$ cat config.mk
export PLATFORM = sky130hd
export DESIGN_NAME = fir_coef_bank
export DESIGN_NICKNAME = d
export VERILOG_FILES = /design/src/rtl/fir_coef_bank.sv
export SDC_FILE = /design/constraint.sdc
export NUM_CORES = 1
export LEC_CHECK = 0
export CORE_MARGIN = 3
export CORE_UTILIZATION = 60
export CTS_CLUSTER_DIAMETER = 40
export DETAILED_ROUTE_END_ITERATION = 6
export HOLD_SLACK_MARGIN = 0.08
export PLACE_DENSITY = 0.83
export SYNTH_ARGS = -nofsm -noshare
export SYNTH_HDL_FRONTEND = slang
export SYNTH_SLANG_ARGS = --single-unit
$ cat constraint.sdc
create_clock -name clk -period 20.8 [get_ports clk]
set_input_delay 4.16 -clock clk [delete_from_list [all_inputs] [get_ports clk]]
set_output_delay 4.16 -clock clk [all_outputs]
set_load 0.02 [all_outputs]
$ cat src/rtl/fir_coef_bank.sv
// fir_coef_bank: double-buffered FIR coefficient store.
// The host writes taps into a shadow bank and then requests a commit. The
// active bank, which drives coef_flat, is replaced from the shadow on the next
// sample_tick. Each sample therefore uses one complete, coherent coefficient set.
//
// Ports:
//   clk, rst          clock; synchronous active-high reset
//   sample_tick       sample-boundary strobe (the same strobe as fir_core en)
//   wr_valid/ready    tap write handshake; wr_addr selects the tap, wr_data is the value
//   commit_valid/ready request a shadow->active transfer
//   coef_flat         active bank, h[k] at [k*COEFW +: COEFW]
//   rd_addr/rd_data   registered readback of the active bank (0 when out of range)
//   pending           high while a commit waits for sample_tick
//   swap_done         one-cycle pulse after each swap
//   wr_err            one-cycle pulse after an accepted out-of-range write
//   swap_count        completed swaps, wrapping
module fir_coef_bank #(
  parameter int COEFW = 16,
  parameter int NTAPS = 16,
  parameter int ADDRW = $clog2(NTAPS),
  parameter int CNTW  = 16
) (
  input  logic                   clk,
  input  logic                   rst,
  input  logic                   sample_tick,
  input  logic                   wr_valid,
  output logic                   wr_ready,
  input  logic [ADDRW-1:0]       wr_addr,
  input  logic [COEFW-1:0]       wr_data,
  input  logic                   commit_valid,
  output logic                   commit_ready,
  output logic [NTAPS*COEFW-1:0] coef_flat,
  input  logic [ADDRW-1:0]       rd_addr,
  output logic [COEFW-1:0]       rd_data,
  output logic                   pending,
  output logic                   swap_done,
  output logic                   wr_err,
  output logic [CNTW-1:0]        swap_count
);

  typedef enum logic {IDLE, PENDING} state_t;

  state_t           state, state_next;
  logic [COEFW-1:0] shadow [NTAPS];
  logic [COEFW-1:0] active [NTAPS];
  logic             swap;
  logic             wr_fire;
  logic             wr_in_range;
  logic             rd_in_range;

  assign wr_in_range = (int'(wr_addr) < NTAPS);
  assign rd_in_range = (int'(rd_addr) < NTAPS);
  assign wr_fire     = wr_valid && wr_ready;

  always_comb begin
    state_next   = state;
    wr_ready     = 1'b0;
    commit_ready = 1'b0;
    swap         = 1'b0;
    case (state)
      IDLE: begin
        wr_ready     = 1'b1;
        commit_ready = 1'b1;
        // A tick in the same cycle as the commit does not swap.
        if (commit_valid) state_next = PENDING;
      end
      PENDING: begin
        if (sample_tick) begin
          swap       = 1'b1;
          state_next = IDLE;
        end
      end
      default: state_next = IDLE;
    endcase
  end

  always_ff @(posedge clk) begin
    if (rst) begin
      state      <= IDLE;
      pending    <= 1'b0;
      swap_done  <= 1'b0;
      wr_err     <= 1'b0;
      swap_count <= '0;
      rd_data    <= '0;
      for (int unsigned i = 0; i < NTAPS; i++) begin
        shadow[i] <= '0;
        active[i] <= '0;
      end
    end else begin
      state     <= state_next;
      pending   <= (state_next == PENDING);
      swap_done <= swap;
      wr_err    <= wr_fire && !wr_in_range;
      if (wr_fire && wr_in_range) shadow[wr_addr] <= wr_data;
      if (swap) begin
        for (int unsigned i = 0; i < NTAPS; i++) active[i] <= shadow[i];
        swap_count <= swap_count + CNTW'(1);
      end
      // Read from the shadow on the swap edge so that rd_data shows the new bank
      // in the cycle right after the swap.
      if (!rd_in_range) rd_data <= '0;
      else if (swap)    rd_data <= shadow[rd_addr];
      else              rd_data <= active[rd_addr];
    end
  end

  always_comb begin
    coef_flat = '0;
    for (int unsigned k = 0; k < NTAPS; k++) coef_flat[k*COEFW +: COEFW] = active[k];
  end

endmodule

==> impl_metrics.csv, run 1 <==
group,metric,value,unit
cells_and_area,num-nets-final,1965,
power,p_leak,11.0,nW
cts,clockBufferDepth,3,
detailed_routing,vias,15500,
power,power_frac_clock,41.9,%
cts,cts_tree,"built",
global_route,grt_max_degree,115,
cts,post_cts_buffers,0,
placed_design,placed_cell_area,27800,sq um
detailed_routing,postRouteAntennaNets,0,
power,powerDensity,90.8,nW/um^2
cells_and_area,fin_area,30000,sq um
floorplan,die_w,207,um
yosys,synthCells,1645,
power,p_seq_share,48.1,%
yosys,synth.net_count,1675,
run,max_cap_viol_count,0,
cells_and_area,fill_cells,2386,
yosys,synth_top_area_share,63.5,%
yosys,netlist_area,24200,sq um
floorplan,start_util,61.6,%
critical_path,crit_family,"buffers and inverters",
cts,clkTransAtPathRegs,0.06,ns
placed_design,place.gp.congestion,0.895,
placed_design,io_buffers,320,
yosys,ys_warn_count,0,
sta,tightest_slew,1.13,ns
critical_path,crit_path_frequent_cell,"buf_4",
floorplan,die_y,207,um
cells_and_area,n_antenna_cell,0,
cts,ctsResizeCount,0,
outcome,outcome,"finished clean",
floorplan,die-area,42800,sq um
global_route,antenna_found_initial,1,
floorplan,core,39300,sq um
yosys,synthArstFlopShare,0,%
cts,cts-htree-levels,2,
cts,clkSinkCount,546,
power,p_int,2.07,mW
yosys,avgSynthCellArea,14.7,sq um
cells_and_area,final_common_cell,"edfxtp_1",
detailed_routing,dr.first_iter.drc_count,1701,
detailed_routing,firstDrtPassIters,6,
global_route,grt-ovfl-total,0,
sta,slew_headroom,25.0,%
global_route,grt_util_all_layers,32.2,%
critical_path,cp.required,21.30,ns
critical_path,path_buf_inv,3,
critical_path,crit_path_max_fanout,61,
sta,setup_viol,0,
sta,finalSetupTns,0,ns
yosys,synth_edf_count,512,
sta,skew,0.0269,ns
yosys,yosysTopAreaCell,"edfxtp_1",
global_route,grt_pass1_wl,99800,um
yosys,synth_area_leaders,"edfxtp_1 (63%), and2_1 (11%), mux4_2 (6.0%)",
critical_path,arrival,7.22,ns
sta,slew_violations,0,
detailed_routing,drt-total-wl,69300,um
sta,fmax,149,MHz
cts,cts_buffers,61,
worst_hold_path,min_path_type,"reg -> reg",
critical_path,cpMaxStageDelayCell,"buf_4",
power,switchingPower,652,uW
yosys,synth-main-ff-cell,"edfxtp_1",
sta,period_minus_slack,6.72,ns
sta,timing.final.crit_share,32.3,%
cts,ctsRootBufferMaster,"clkbuf_16",
sta,rsz0062_at_grt,"no",
detailed_routing,drc,0,
global_route,grt_pass1_vias,15900,
critical_path,start_kind,"primary input",
detailed_routing,viasPerCell,6.20,
sta,hold_viol_final,0,
floorplan,io_pins,322,
power,vdd.ir_drop.worst,67.6,uV
floorplan,rows,72,
critical_path,cp-end-kind,"flip-flop",
power,p_comb_share,10.0,%
critical_path,slowest_delay,0.72,ns
cells_and_area,mostFrequentLayoutCells,"edfxtp_1 (512), and2_1 (419), clkdlybuf4s50_1 (317)",
cells_and_area,syn_to_final_growth,23.8,%
detailed_routing,post_drt_wl_per_cell,27.6,um
yosys,ys_seq_elements,546,
power,p_sw_share,23.9,%
cells_and_area,drive_above_1_share,11.5,%
placed_design,dp.final_hpwl,46000,um
cts,holdBufCountCts,0,
cts,clock_latency,0.62,ns
yosys,ys_seq_area_share,66.3,%
critical_path,path_cells,"buf_8 -> buf_4 -> buf_4 -> mux4_2 -> mux2_2 -> nand2_1 -> nand4_1",
critical_path,worstSetupPathType,"in -> reg",
yosys,synth_cell_type_count,39,
## per-layer routing
metal / vias up / part of all wire (%) / global-route usage (%)
li1: 6637 / - / -
met1: 7694 / 34 / 39.2
met2: 1028 / 51 / 55.7
met3: 173 / 11 / 7.50
met4: 2 / 4.1 / 13.6
met5: - / 0.019 / 0
## power by group through the flow
stage / registers, mW / clock network, mW / logic (mW)
4_1_cts: 1.31 / 1.15 / 0.273
3_5_place_dp: 1.33 / 0 / 0.272
2_1_floorplan: 1.36 / 0 / 0.104
3_3_place_gp: 1.33 / 0 / 0.268
5_1_grt: 1.31 / 1.19 / 0.285
6_report: 1.31 / 1.14 / 0.273
## worst paths after layout
kind	start	cells after the start	slack, ns	endpoint
hold / removal	swap_count[15]	2	0.50	swap_count[15]
setup / recovery	rd_addr[0]	7	14.08	rd_data[14]
hold reg to reg	swap_count[15]	2	0.50	swap_count[15]
setup reg to reg	state	3	17.83	active[6][10]
## state kept, by name, summed over array words and instances, names as in the netlist
| name | count |
|---|---|
| rd_data | 16 |
| swap_done | 1 |
| active | 256 |
| swap_count | 16 |
| shadow | 256 |
| state | 1 |
## area by class of cell
cell class / count / area (sq um) / area share [%]
Sequential cell: 546 / 16100 / 53.6
Multi-Input combinational cell: 971 / 7640 / 25.5
Timing Repair Buffer: 350 / 3430 / 11.4
Clock buffer: 77 / 1680 / 5.60
Tap cell: 518 / 648 / 2.16
Clock inverter: 39 / 499 / 1.67
Inverter: 5 / 26.3 / 0.0877
## synthesized netlist by cell type (all sizes together), types with 14 or more instances
library cell	instances
nand4	20
nor2	27
nand2	14
dfxtp	34
a22oi	93
mux2i	128
edfxtp	512
and2	419
mux4	64
or2	16
clkbuf	89
buf	34
nor2b	99
nand3	38
## cell families after synthesis
kind of cell | share of synthesized area, %
multiplexers | 11.3
adder cells (fa/ha/maj) | 0.0517
AO/OA/AOI/OAI | 3.17
AND/OR/NAND/NOR | 16.5
flip-flops | 66.3
other | 0.0155
buffers and inverters | 2.23
XOR/XNOR | 0.362
## stage by stage
step                      instances  utilization, %  power [mW]  worst slack [ns]  hold WS, ns
after floorplan                1645               -        1.47             10.14        0.518
after global placement         2390            70.8        1.59             13.48        0.473
after detailed placement       2390            70.8        1.60             13.45        0.490
after CTS                      2506            76.3        2.73             14.12        0.501
after global routing           2506            76.3        2.79             13.93        0.517
final                          2506            76.3        2.72             14.08        0.499
## tightest hold or removal path, cell delays in order (launching register included)
cell and delay, ns:
dfxtp_1 0.32, o21ai_0 0.07, a21oi_1 0.06
Note: power is estimated with default switching activity, not from simulation.
==> run 2: changes to the inputs <==
Settings changed: CORE_UTILIZATION 60 to 55, PLACE_DENSITY 0.83 to 0.77.
Clock period 20.8 ns to 7 ns, I/O delays scaled along.
==> run 2 against run 1 <==
Hold slack better by 0.026 ns. Clock skew is 0.0019 ns lower. Setup slack got worse by 11 ns. Flip-flop and latch count unchanged. Count of clock-buffer cells in the layout up 6. Global-route usage decreased by 3.6 points. Combinational power rose to 3.0 times the previous value. Routed wire length decreased by 3.1%. Cell count is 3.0% higher. Critical path depth shrank 1. Largest power group unchanged. Total power grew to 3.0 times the previous value.
==> impl_metrics.csv, run 2 (synthesis results as in run 1) <==
group,metric,value,unit
floorplan,core,43300,sq um
critical_path,worstSetupPathType,"in -> reg",
critical_path,start_kind,"primary input",
critical_path,cp.required,7.52,ns
sta,skew,0.0250,ns
detailed_routing,postRouteAntennaNets,0,
cts,ctsResizeCount,0,
critical_path,arrival,4.86,ns
detailed_routing,dr.first_iter.drc_count,1530,
global_route,grt_pass1_wl,98400,um
placed_design,dp.final_hpwl,46500,um
cells_and_area,stdcell_count,2580,
global_route,antenna_found_initial,0,
cts,ctsRootBufferMaster,"clkbuf_16",
sta,rsz0062_at_grt,"no",
worst_hold_path,min_path_type,"reg -> reg",
placed_design,dp_cells,2456,
sta,timing.final.crit_share,61.9,%
worst_hold_path,hold_depth,2,
critical_path,crit_path_max_fanout,33,
sta,slew_headroom,17.8,%
cells_and_area,top_regs,"active (256), shadow (256)",
sta,hold_viol_final,0,
floorplan,die_y,216,um
sta,fmax,231,MHz
placed_design,placed_cell_area,27900,sq um
floorplan,die_w,216,um
sta,finalSetupTns,0,ns
cells_and_area,syn_to_final_growth,24.6,%
floorplan,die-area,46600,sq um
floorplan,start_util,56.0,%
critical_path,cp-end-kind,"flip-flop",
global_route,grt_util_all_layers,28.6,%
sta,slew_violations,0,
cells_and_area,final_common_cell,"edfxtp_1",
sta,period_minus_slack,4.33,ns
cts,clock_latency,0.59,ns
cts,clockBufferDepth,3,
detailed_routing,drt-total-wl,67100,um
cts,clkTransAtPathRegs,0.06,ns
detailed_routing,vias,15200,
cts,cts-htree-levels,3,
detailed_routing,viasPerCell,5.90,
placed_design,place.gp.congestion,0.917,
detailed_routing,post_drt_wl_per_cell,26.0,um
floorplan,io_pins,322,
sta,setup_viol,0,
cts,cts_buffers,68,
floorplan,rows,76,
cts,post_cts_buffers,0,
cells_and_area,num-nets-final,1971,
outcome,outcome,"finished clean",
power,p_total,8.26,mW
cells_and_area,n_antenna_cell,0,
placed_design,io_buffers,320,
power,vdd.ir_drop.worst,176,uV
global_route,grt_max_degree,154,
critical_path,r2r_cells,5,
sta,tightest_slew,1.23,ns
power,p_leak,11.1,nW
detailed_routing,firstDrtPassIters,5,
cells_and_area,drive_above_1_share,11.6,%
cts,cts_tree,"built",
global_route,grt_pass1_vias,15500,
sta,setup_ws,2.67,ns
global_route,grt-ovfl-total,0,
cells_and_area,fin_area,30200,sq um
cells_and_area,mostFrequentLayoutCells,"edfxtp_1 (512), and2_1 (419), clkdlybuf4s50_1 (317)",
detailed_routing,drc,0,
run,max_cap_viol_count,0,
power,powerDensity,274,nW/um^2
cts,holdBufCountCts,0,
cts,clkSinkCount,546,
placed_design,place_ws,2.23,ns
run 2: power by group:
| part | internal [mW] | total [mW] | leakage [nW] | switching [mW] |
|---|---|---|---|---|
| Sequential | 3.76 | 3.88 | 5.55 | 0.124 |
| Combinational | 0.340 | 0.820 | 4.43 | 0.480 |
| Clock | 2.17 | 3.56 | 1.12 | 1.39 |
| Total | 6.27 | 8.26 | 11.1 | 2.00 |
run 2: final timing paths:
kind	startpoint	end	slack, ns
setup reg to reg	state	rd_data[10]	3.65
hold reg to reg	swap_count[14]	swap_count[14]	0.53
hold / removal	swap_count[14]	swap_count[14]	0.53
setup / recovery	sample_tick	rd_data[10]	2.67
run 2: metrics by stage:
| step | hold slack [ns] | util (%) |
|---|---|---|
| 6_report | 0.525 | 69.8 |
| 5_1_grt | 0.540 | 69.8 |
| 4_1_cts | 0.520 | 69.8 |
| 3_5_place_dp | 0.506 | 64.5 |
| 3_3_place_gp | 0.473 | 64.5 |
| 2_1_floorplan | 0.518 | - |
run 2: routing by layer:
layer / track usage, % / up-vias / routed length [um]
li1: - / 6643 / -
met1: 34.5 / 7578 / 23500
met2: 49.3 / 831 / 34200
met3: 5.56 / 163 / 5800
met4: 14.7 / 0 / 3610
met5: 0 / - / 0
run 2: worst max-delay path, stage by stage:
cell             delay (ns)
clkdlybuf4s50_1        0.58
a21oi_1                0.48
clkinvlp_4             0.76
nor3_2                 1.17
a22oi_1                0.29
nand4_1                0.16
run 2: cell type report:
type | count | area [sq um]
repair buffers | 349 | 3450
clock inverters | 41 | 482
fillers | 2835 | 13100
multi-input cells | 971 | 7630
well taps | 585 | 732
clock buffers | 83 | 1810
flip-flops and latches | 546 | 16100
inverters | 5 | 22.5
